**config.mk**
```make
export PLATFORM = sky130hd
export DESIGN_NAME = spi_flash_arbiter_flat
export DESIGN_NICKNAME = d
export VERILOG_FILES = /design/src/rtl/spi_flash_pkg.sv /design/src/rtl/spi_flash_arbiter_if.sv /design/src/rtl/spi_flash_arbiter_rr_pick.sv /design/src/rtl/spi_flash_arbiter.sv /design/src/flat_wrapper.sv
export SDC_FILE = /design/constraint.sdc
export NUM_CORES = 1
export LEC_CHECK = 0
export ABC_AREA = 1
export BUFFER_PORTS_ARGS = -buffer_cell sky130_fd_sc_hd__buf_4
export CAP_MARGIN = 20
export CELL_PAD_IN_SITES_DETAIL_PLACEMENT = 1
export CELL_PAD_IN_SITES_GLOBAL_PLACEMENT = 2
export CORE_MARGIN = 1
export CORE_UTILIZATION = 28
export CTS_CLUSTER_DIAMETER = 120
export DETAILED_ROUTE_END_ITERATION = 6
export GPL_TIMING_DRIVEN = 0
export PLACE_DENSITY = 0.87
export SYNTH_ARGS = -nofsm -noshare
export SYNTH_HDL_FRONTEND = slang
export SYNTH_HIERARCHICAL = 1
export SYNTH_SLANG_ARGS = --single-unit
```
**constraint.sdc**
```tcl
create_clock -name clk -period 2.23 [get_ports clk]
set_input_delay 0.1115 -clock clk [delete_from_list [all_inputs] [get_ports clk]]
set_output_delay 0.1115 -clock clk [all_outputs]
set_load 0.05 [all_outputs]
```
**src/rtl/spi_flash_pkg.sv**
```systemverilog
// Shared types and constants for the SPI flash read arbiter.
// Holds the arbiter state encoding and a helper that sizes the requester id tag.
package spi_flash_pkg;

    localparam logic [7:0] FLASH_READ_OPCODE = 8'h03;
    localparam int         FLASH_ADDR_W      = 24;

    typedef enum logic [2:0] {
        IDLE,
        ISSUE,
        STREAM,
        DRAIN,
        ZERO
    } arb_state_t;

    // Id tag width never drops below one bit, even for a single requester.
    function automatic int id_width(input int n);
        return (n > 1) ? $clog2(n) : 1;
    endfunction

endpackage

```
**src/rtl/spi_flash_arbiter_if.sv**
```systemverilog
// Client-side bundle of the arbiter: packed read commands in, tagged byte responses out.
// The master modport is the client fabric; the slave modport is the arbiter.
interface spi_flash_arbiter_if
    import spi_flash_pkg::*;
#(
    parameter int NUM_REQ = 2,
    parameter int ADDR_W  = FLASH_ADDR_W,
    parameter int LEN_W   = 16,
    parameter int ID_W    = id_width(NUM_REQ)
);
    logic [NUM_REQ-1:0]        req_valid;
    logic [NUM_REQ*ADDR_W-1:0] req_addr;
    logic [NUM_REQ*LEN_W-1:0]  req_len;
    logic [NUM_REQ-1:0]        req_ready;

    logic                      rsp_valid;
    logic [7:0]                rsp_data;
    logic [ID_W-1:0]           rsp_id;
    logic                      rsp_last;
    logic                      rsp_err;

    modport master (
        output req_valid, req_addr, req_len,
        input  req_ready, rsp_valid, rsp_data, rsp_id, rsp_last, rsp_err
    );

    modport slave (
        input  req_valid, req_addr, req_len,
        output req_ready, rsp_valid, rsp_data, rsp_id, rsp_last, rsp_err
    );

endinterface

```
**src/rtl/spi_flash_arbiter_rr_pick.sv**
```systemverilog
// Combinational one-hot winner select. SPI_ARB_ROUND_ROBIN_EN selects rotating
// priority starting after ptr; otherwise the lowest set index always wins.
module rr_pick
    import spi_flash_pkg::*;
#(
    parameter int NUM_REQ = 2,
    parameter int ID_W    = id_width(NUM_REQ)
) (
    input  logic [NUM_REQ-1:0] req,
`ifdef SPI_ARB_ROUND_ROBIN_EN
    input  logic [ID_W-1:0]    ptr,
`endif
    output logic [NUM_REQ-1:0] grant,
    output logic [ID_W-1:0]    grant_id
);

    always_comb begin
        int idx;
        // NOTE: every output gets a default before the search so no path leaves
        // it unassigned, which would otherwise infer a latch.
        grant    = '0;
        grant_id = '0;
        idx      = 0;
`ifdef SPI_ARB_ROUND_ROBIN_EN
        // Walk from the farthest offset inward so the nearest requester after ptr wins.
        for (int off = NUM_REQ; off >= 1; off--) begin
            idx = (int'(ptr) + off) % NUM_REQ;
            if (req[idx]) begin
                grant      = '0;
                grant[idx] = 1'b1;
                grant_id   = ID_W'(idx);
            end
        end
`else
        for (int i = NUM_REQ - 1; i >= 0; i--) begin
            if (req[i]) begin
                grant    = '0;
                grant[i] = 1'b1;
                grant_id = ID_W'(i);
            end
        end
`endif
    end

endmodule

```
**src/rtl/spi_flash_arbiter.sv**
```systemverilog
// Shares one SPI flash byte-read engine between NUM_REQ clients and streams tagged
// bytes back. SPI_ARB_ROUND_ROBIN_EN enables rotating priority (fixed otherwise).
module spi_flash_arbiter
    import spi_flash_pkg::*;
#(
    parameter int NUM_REQ = 2,
    parameter int ADDR_W  = FLASH_ADDR_W,
    parameter int LEN_W   = 16,
    parameter int ID_W    = id_width(NUM_REQ)
) (
    input  logic                 clk,
    input  logic                 n_rst,
    spi_flash_arbiter_if.slave   bus,
    output logic                 eng_start,
    output logic [ADDR_W-1:0]    eng_addr,
    output logic [LEN_W-1:0]     eng_len,
    input  logic                 eng_busy,
    input  logic                 eng_byte_valid,
    input  logic [7:0]           eng_byte,
    output logic                 busy
);

    arb_state_t         state, state_nxt;
    logic [NUM_REQ-1:0] grant;
    logic [ID_W-1:0]    grant_id;
    logic [ADDR_W-1:0]  sel_addr;
    logic [LEN_W-1:0]   sel_len;
    logic [LEN_W-1:0]   remaining;
    logic               accept;

`ifdef SPI_ARB_ROUND_ROBIN_EN
    logic [ID_W-1:0]    ptr;
`endif

    rr_pick #(.NUM_REQ(NUM_REQ), .ID_W(ID_W)) u_pick (
        .req      (bus.req_valid),
`ifdef SPI_ARB_ROUND_ROBIN_EN
        .ptr      (ptr),
`endif
        .grant    (grant),
        .grant_id (grant_id)
    );

    assign sel_addr = bus.req_addr[int'(grant_id)*ADDR_W +: ADDR_W];
    assign sel_len  = bus.req_len[int'(grant_id)*LEN_W +: LEN_W];
    assign accept   = (state == IDLE) && (|bus.req_valid);

    // NOTE: sequential state uses non-blocking assignments so every register
    // samples pre-edge values regardless of statement order.
    always_ff @(posedge clk or negedge n_rst) begin
        if (!n_rst) state <= IDLE;
        else        state <= state_nxt;
    end

    always_comb begin
        state_nxt = state;
        unique case (state)
            IDLE:   if (accept) state_nxt = (sel_len == '0) ? ZERO : ISSUE;
            ISSUE:  if (eng_busy) state_nxt = STREAM;
            STREAM: begin
                if (eng_byte_valid && remaining == LEN_W'(1)) state_nxt = DRAIN;
                else if (!eng_byte_valid && !eng_busy)        state_nxt = IDLE;
            end
            DRAIN:  if (!eng_busy) state_nxt = IDLE;
            ZERO:   state_nxt = IDLE;
            default: state_nxt = IDLE;
        endcase
    end

    always_comb begin
        bus.req_ready = (state == IDLE) ? grant : '0;
        eng_start     = (state == ISSUE);
        busy          = (state != IDLE);
    end

    // Response registers pulse for a single cycle; a zero-length command
    // produces its completion directly from the accept edge.
    always_ff @(posedge clk or negedge n_rst) begin
        if (!n_rst) begin
            eng_addr      <= '0;
            eng_len       <= '0;
            remaining     <= '0;
            bus.rsp_valid <= 1'b0;
            bus.rsp_data  <= '0;
            bus.rsp_id    <= '0;
            bus.rsp_last  <= 1'b0;
            bus.rsp_err   <= 1'b0;
`ifdef SPI_ARB_ROUND_ROBIN_EN
            ptr           <= ID_W'(NUM_REQ - 1);
`endif
        end else begin
            bus.rsp_valid <= 1'b0;
            bus.rsp_data  <= '0;
            bus.rsp_last  <= 1'b0;
            bus.rsp_err   <= 1'b0;
            unique case (state)
                IDLE: if (accept) begin
                    eng_addr   <= sel_addr;
                    eng_len    <= sel_len;
                    bus.rsp_id <= grant_id;
`ifdef SPI_ARB_ROUND_ROBIN_EN
                    ptr        <= grant_id;
`endif
                    if (sel_len == '0) begin
                        bus.rsp_valid <= 1'b1;
                        bus.rsp_last  <= 1'b1;
                    end
                end
                ISSUE: if (eng_busy) remaining <= eng_len;
                STREAM: begin
                    if (eng_byte_valid) begin
                        bus.rsp_valid <= 1'b1;
                        bus.rsp_data  <= eng_byte;
                        bus.rsp_last  <= (remaining == LEN_W'(1));
                        remaining     <= remaining - LEN_W'(1);
                    end else if (!eng_busy) begin
                        bus.rsp_valid <= 1'b1;
                        bus.rsp_last  <= 1'b1;
                        bus.rsp_err   <= 1'b1;
                    end
                end
                default: ;
            endcase
        end
    end

endmodule

```
**src/flat_wrapper.sv**
```systemverilog
// flat-port wrapper written by rule: the top's interface ports become plain ports
module spi_flash_arbiter_flat import spi_flash_pkg::*;
#(
    parameter int NUM_REQ = 2,
    parameter int ADDR_W  = FLASH_ADDR_W,
    parameter int LEN_W   = 16,
    parameter int ID_W    = id_width(NUM_REQ)
)
  (clk, n_rst, eng_start, eng_addr, eng_len, eng_busy, eng_byte_valid, eng_byte, busy, bus_req_valid, bus_req_addr, bus_req_len, bus_req_ready, bus_rsp_valid, bus_rsp_data, bus_rsp_id, bus_rsp_last, bus_rsp_err);
  spi_flash_arbiter_if #(.NUM_REQ(NUM_REQ), .ADDR_W(ADDR_W), .LEN_W(LEN_W), .ID_W(ID_W)) bus_i ();
  input  logic clk;
  input  logic n_rst;
  output logic eng_start;
  output logic [ADDR_W-1:0] eng_addr;
  output logic [LEN_W-1:0] eng_len;
  input  logic eng_busy;
  input  logic eng_byte_valid;
  input  logic [7:0] eng_byte;
  output logic busy;
  input wire logic [$bits(bus_i.req_valid)-1:0] bus_req_valid;
  input wire logic [$bits(bus_i.req_addr)-1:0] bus_req_addr;
  input wire logic [$bits(bus_i.req_len)-1:0] bus_req_len;
  output wire logic [$bits(bus_i.req_ready)-1:0] bus_req_ready;
  output wire logic [$bits(bus_i.rsp_valid)-1:0] bus_rsp_valid;
  output wire logic [$bits(bus_i.rsp_data)-1:0] bus_rsp_data;
  output wire logic [$bits(bus_i.rsp_id)-1:0] bus_rsp_id;
  output wire logic [$bits(bus_i.rsp_last)-1:0] bus_rsp_last;
  output wire logic [$bits(bus_i.rsp_err)-1:0] bus_rsp_err;
  assign bus_i.req_valid = bus_req_valid;
  assign bus_i.req_addr = bus_req_addr;
  assign bus_i.req_len = bus_req_len;
  assign bus_req_ready = bus_i.req_ready;
  assign bus_rsp_valid = bus_i.rsp_valid;
  assign bus_rsp_data = bus_i.rsp_data;
  assign bus_rsp_id = bus_i.rsp_id;
  assign bus_rsp_last = bus_i.rsp_last;
  assign bus_rsp_err = bus_i.rsp_err;
  spi_flash_arbiter #(.NUM_REQ(NUM_REQ), .ADDR_W(ADDR_W), .LEN_W(LEN_W), .ID_W(ID_W)) u_core (.clk(clk), .n_rst(n_rst), .bus(bus_i), .eng_start(eng_start), .eng_addr(eng_addr), .eng_len(eng_len), .eng_busy(eng_busy), .eng_byte_valid(eng_byte_valid), .eng_byte(eng_byte), .busy(busy));
endmodule
```
======== Yosys cells after proc, flatten, opt, wreduce, memory -nomap -nowiden ========
Index checks and enable logic that the tools add are counted.
Widths: inputs -> output; s select.
storage, ports and cells
  register bits after elaboration ......... 71
  bits of input ports ..................... 94
cells by class
  reductions and logical operators ........ 13
  equality and inequality tests ........... 9
  $mul .................................... 1
  multiplexer cells ....................... 26
  shift-type cells ........................ 2
  $add $sub $neg .......................... 1
operators with widths
  operator               count
  $shiftx 48x32->24      1
  $mux 16                2
  $pmux 16 s2            1
  $shiftx 32x6->16       1
  $mux 3                 6
  $eq 16x1->1 const B    1
  $logic_not 16->1       1
  $mux 8                 2
  $sub 16x1->16 const B  1
  $pmux 3 s4             1
  $mux 1                 9
  $eq 3x2->1 const B     2
  $mux 2                 3
  $ne 2x1->1 const B     2
  $ne 2x2->1 const B     2
  $pmux 1 s2             2
  $reduce_and 4->1       1
  $eq 3x1->1 const B     1
  $logic_and 1x1->1      3
  $logic_not 3->1        1
  $mul 1x2->3 const B    1
  $ne 3x1->1 const B     1
  $reduce_and 3->1       1
  $reduce_bool 3->1      1
  4 further kinds        5

======== Longest topological paths before layout ========
  depth in word-level cells ............... 7
  mapped depth ............................ 14
  mapped depth without buffers ............ 13

======== Cells and area by module ========
Netlist, hierarchy kept.
by module, submodules not included
  module             instances  area each (µm²)  sequential area each (µm²)  cells an instance
  spi_flash_arbiter  1          3744.8           1776.7                      509
  rr_pick            1          25.0             0.0                         4

======== Worst setup path after synthesis ========
OpenSTA, ideal clock, no wires.
  path type ............................... reg-to-reg
  start ................................... reg u_core.state[2]
  end ..................................... reg u_core.remaining[11]
  slack ................................... 578 ps
  data arrival time ....................... 1532 ps
  required time ........................... 2110 ps
  stages on the path, launching flop included .. 10
  setup time .............................. 120 ps
  cell sequence ........................... dfrtp_1 > inv_1 > nand3_2 > clkinv_1 > nand2_1 > nand2_2 > clkinv_2 > o21ai_1 > o21ai_1 > nand2_1
between the ends
  longest elaborated chain between the ends .. 3
ends and longest elaborated chain
  what                                                       line                      text
  start, declared                                            spi_flash_arbiter.sv:23   arb_state_t state, state_nxt;
  start signal, assigned                                     spi_flash_arbiter.sv:52   else state <= state_nxt;
  $eq 3x1->1 *                                               --
  via eng_start                                              flat_wrapper.sv:13        output logic eng_start;
  $ne 2x1->1 (no line) or $reduce_bool 2->1 (tied branches)  --
  $reduce_and 3->1 (no line)                                 --
  end signal, assigned                                       spi_flash_arbiter.sv:109  ISSUE: if (eng_busy) remaining <= eng_len;
  end signal, assigned                                       spi_flash_arbiter.sv:115  remaining <= remaining - LEN_W'(1);
  end, declared                                              spi_flash_arbiter.sv:28   logic [LEN_W-1:0] remaining;
The timed path passes the listed nets; every way through them passes the cells marked *.
A chain may end at the register's enable or synchronous reset.

======== Worst setup path in the final report ========
  start ................................... reg u_core.remaining[0]
  end ..................................... reg u_core.remaining[14]
between the ends
  longest elaborated chain between the ends .. 3
ends and longest elaborated chain
  what           line                      text
  $sub 16x1->16  spi_flash_arbiter.sv:115
  $mux 16        spi_flash_arbiter.sv:111  if (eng_byte_valid) begin
  $pmux 16 s2    spi_flash_arbiter.sv:96   unique case (state)
Every way passes these cells. The select of a mux whose other input is x is not followed.

==> out/qor.yml <==
drt:
  wl_per_cell_um: 15.21
  first_iter_violations: 219
  ant_nets: 0
  drt_wl_total_mm: 13.04
  vias: 3922
  drt-pass1-iter-count: 7
  drc: 0
  vias_per_cell: 4.576
floorplan:
  dieArea_um2: 13930
  num_rows: 42
  fp.dieH_um: 118.0
  num_io_pins: 150
  die_w_um: 118.0
  coreArea_um2: 13190
  start_util_pct: 28.58
global_route:
  grt_pass1_wl_mm: 21.84
  grt_pass1_vias: 4314
  grt_max_degree: 72
  grt_usage_pct: 19.81
  grt_overflow_total: 0
  antenna_found_initial: 0
power:
  p_comb_share_pct: 54.1
  vdd_drop_max_mv: 0.6058
  power_density_nw_per_um2: 1548
  p_int_w: 0.004265
  power_leakage_nw: 2.839
  p_sw_share_pct: 49.57
  seq_power_share_pct: 27.1
  clkPwrFrac_pct: 18.8
  p_sw_w: 0.004193
sta:
  drv_slew: 0
  hold_viol: 0
  setup_viol: 0
  hold_ws_ns: 0.01446
  finClkSkew_ns: 0.004671
  rsz0062_at_grt: "no"
  fin_tns_setup_ns: 0
  relSlewSlack_pct: 38.62
  timing.fmax_mhz: 561.6
  finalCriticalPeriod_ns: 1.781
  worstMarginPinSlew_ns: 0.9207
  fin_crit_sh_pct: 79.85
synthesis:
  ys_async_sr_fraction_pct: 100.0
  synth-compound-area-share_pct: 11.95
  synth_area_um2: 3770
  yosysSeqAreaShare_pct: 47.13
  synth_top_family_by_area: "simple AND/OR/NAND/NOR gates"
  synth_fp_nets: 609
  synth-main-ff-cell: "dfrtp_1"
  yosys_warnings: 6
  synth-simple-area-share_pct: 31.46
  synthAdderAreaFrac_pct: 0.6638
  synth-xor-area-share_pct: 0.9293
  ys_types: 34
  synth-edff-count: 0
  syn_avg_cell_area_um2: 7.349
  muxShareOfSynthArea_pct: 0
  synthCells: 513
  yosys_register_bits: 71
placed_design:
  place_area_um2: 5109
  gp_congestion: 0.8377
  port_buffers: 149
  dp.final_hpwl_mm: 10.17
clock_tree:
  htree_levels: 3
  insertion_delay_ns: 0.34
  cts_setup_buffers: 0
  cts_hold_buf: 3
  root_buffer: "clkbuf_16"
  clk_path_buf_depth: 2
  ctsResizeCount: 0
  clock-sinks: 71
  clk_pin_slew_worst_paths_ns: 0.06
  cts_tree: "built"
  cts_buffers: 9
critical_path:
  critical_path.max_stage_delay_ns: 0.38
  cp.arrival_ns: 2.01
  worstPathRequired_ns: 2.45
  worst_setup_path_end_kind: "flop"
  cp-start-kind: "flop"
  worstSetupPathType: "flop to flop"
  cpLargestDelayFamily: "simple AND/OR/NAND/NOR gates"
  worstPathCellList: "inv_1 > ha_1 > inv_1 > nor2_1 > nand2_1 > inv_1 > nand2_1 > nand2_1 > nand3_1 > nand2_1 > o21ai_1"
  slowest_stage: "dfrtp_1"
  crit_fanout: 5
  crit_buf_inv: 3
  crit_path_frequent_cell: "nand2_1"
layout:
  synthToLayoutAreaGrowth_pct: 44.94
  drive_gt1_share_pct: 29.07
  diodes: 0
  final_util_pct: 41.42
  nets: 772
  final_area_um2: 5464
outcome:
  status: "complete, no violations"
job:
  max_cap_violations: 0
hold_path:
  hp-class: "primary input to flop"
-- state kept, by name, summed over array words and instances, names as in the netlist --
register,cells
u_core/eng_addr,24
u_core/bus.rsp_err,1
u_core/eng_len,16
u_core/bus.rsp_last,1
u_core/bus.rsp_id,1
u_core/state,3
u_core/bus.rsp_data,8
u_core/bus.rsp_valid,1
u_core/remaining,16
-- power groups by stage --
| stage | combinational, W | clock (W) | sequential, W |
|---|---|---|---|
| floorplan | 0.00182 | 0 | 0.00352 |
| global placement | 0.00452 | 0 | 0.00227 |
| detailed placement | 0.00459 | 0 | 0.00230 |
| CTS | 0.00461 | 0.00162 | 0.00229 |
| global route | 0.00497 | 0.00168 | 0.00235 |
| finish | 0.00458 | 0.00159 | 0.00229 |
-- layer usage --
layer | vias to the layer above | share of wire [%] | global-route usage, %
met3 | 14 | 7.3 | 5.378
met4 | 0 | 1.3 | 6.891
met2 | 120 | 48 | 33.01
met1 | 1838 | 44 | 24.55
li1 | 1950 | - | -
met5 | - | 0 | 0
-- worst min-delay path, cell delays in order --
cell     delay [ns]
buf_4          0.11
nand2_1        0.05
nor2_1         0.04
-- area by class of cell --
class	instances	area [um2]
Timing Repair Buffer	152	1149
Multi-Input combinational cell	377	1697
Clock inverter	3	65.06
Sequential cell	71	1777
Fill cell	1648	7726
Tap cell	176	220.2
Inverter	40	151.4
Clock buffer	13	260.3
Buffer	25	145.1
-- cells in the mapped netlist (6+ instances only) --
| cell type | number | area share [%] |
|---|---|---|
| dfrtp_1 | 71 | 47 |
| o21ai_0 | 16 | 2.1 |
| nand3_1 | 15 | 2.0 |
| inv_2 | 6 | 0.60 |
| a21oi_1 | 8 | 1.1 |
| buf_2 | 11 | 1.5 |
| clkbuf_1 | 7 | 0.70 |
| o31ai_1 | 24 | 4.8 |
| nand2_1 | 173 | 17 |
| nor2_1 | 93 | 9.3 |
| o21ai_1 | 22 | 2.9 |
| inv_1 | 31 | 3.1 |
-- stage by stage --
stage	worst slack, ns	cells	power, W
floorplan	0.5778	513	0.005341
CTS	0.4582	857	0.008525
detailed placement	0.4094	838	0.006892
global placement	0.4295	838	0.006792
finish	0.4494	857	0.008459
global route	0.3052	857	0.009008
-- cells in the final DEF (no fill, tap or decap), types with 3 or more instances in the layout --
cell and n:
a21oi_1 8, a21oi_2 3, buf_2 11, buf_4 151
buf_6 4, clkbuf_1 9, clkbuf_16 9, dfrtp_1 71
dlygate4sd3_1 3, inv_1 31, inv_2 6, nand2_1 173
nand3_1 15, nand4_1 3, nor2_1 93, o21ai_0 16
o21ai_1 22, o31ai_1 24, xor2_1 3
-- final timing paths --
| kind | from | to | slack, ns | cells after the start |
|---|---|---|---|---|
| worst max-delay path | u_core/remaining[0] | u_core/remaining[14] | 0.45 | 11 |
| worst min-delay path | eng_byte[1] | u_core/bus.rsp_data[1] | 0.01 | 3 |
| worst max register to register | u_core/remaining[0] | u_core/remaining[14] | 0.45 | 11 |
| worst min register to register | u_core/eng_addr[20] | u_core/eng_addr[20] | 0.48 | 2 |
| max in group asynchronous | n_rst | u_core/eng_addr[5] | 1.18 | 2 |
| min in group asynchronous | n_rst | u_core/remaining[1] | 0.45 | 2 |
-- kinds of logic (layout without fill, tap and decap cells) --
family | Yosys count | after routing
DFF | 71 | 71
buffers and inverters | 65 | 233
and+or+nand+nor | 296 | 296
AOI/OAI and AO/OA | 75 | 75
xor gates and xnor gates | 4 | 4
adders and majority gates | 2 | 2
Power figures use the tool's default switching activity.
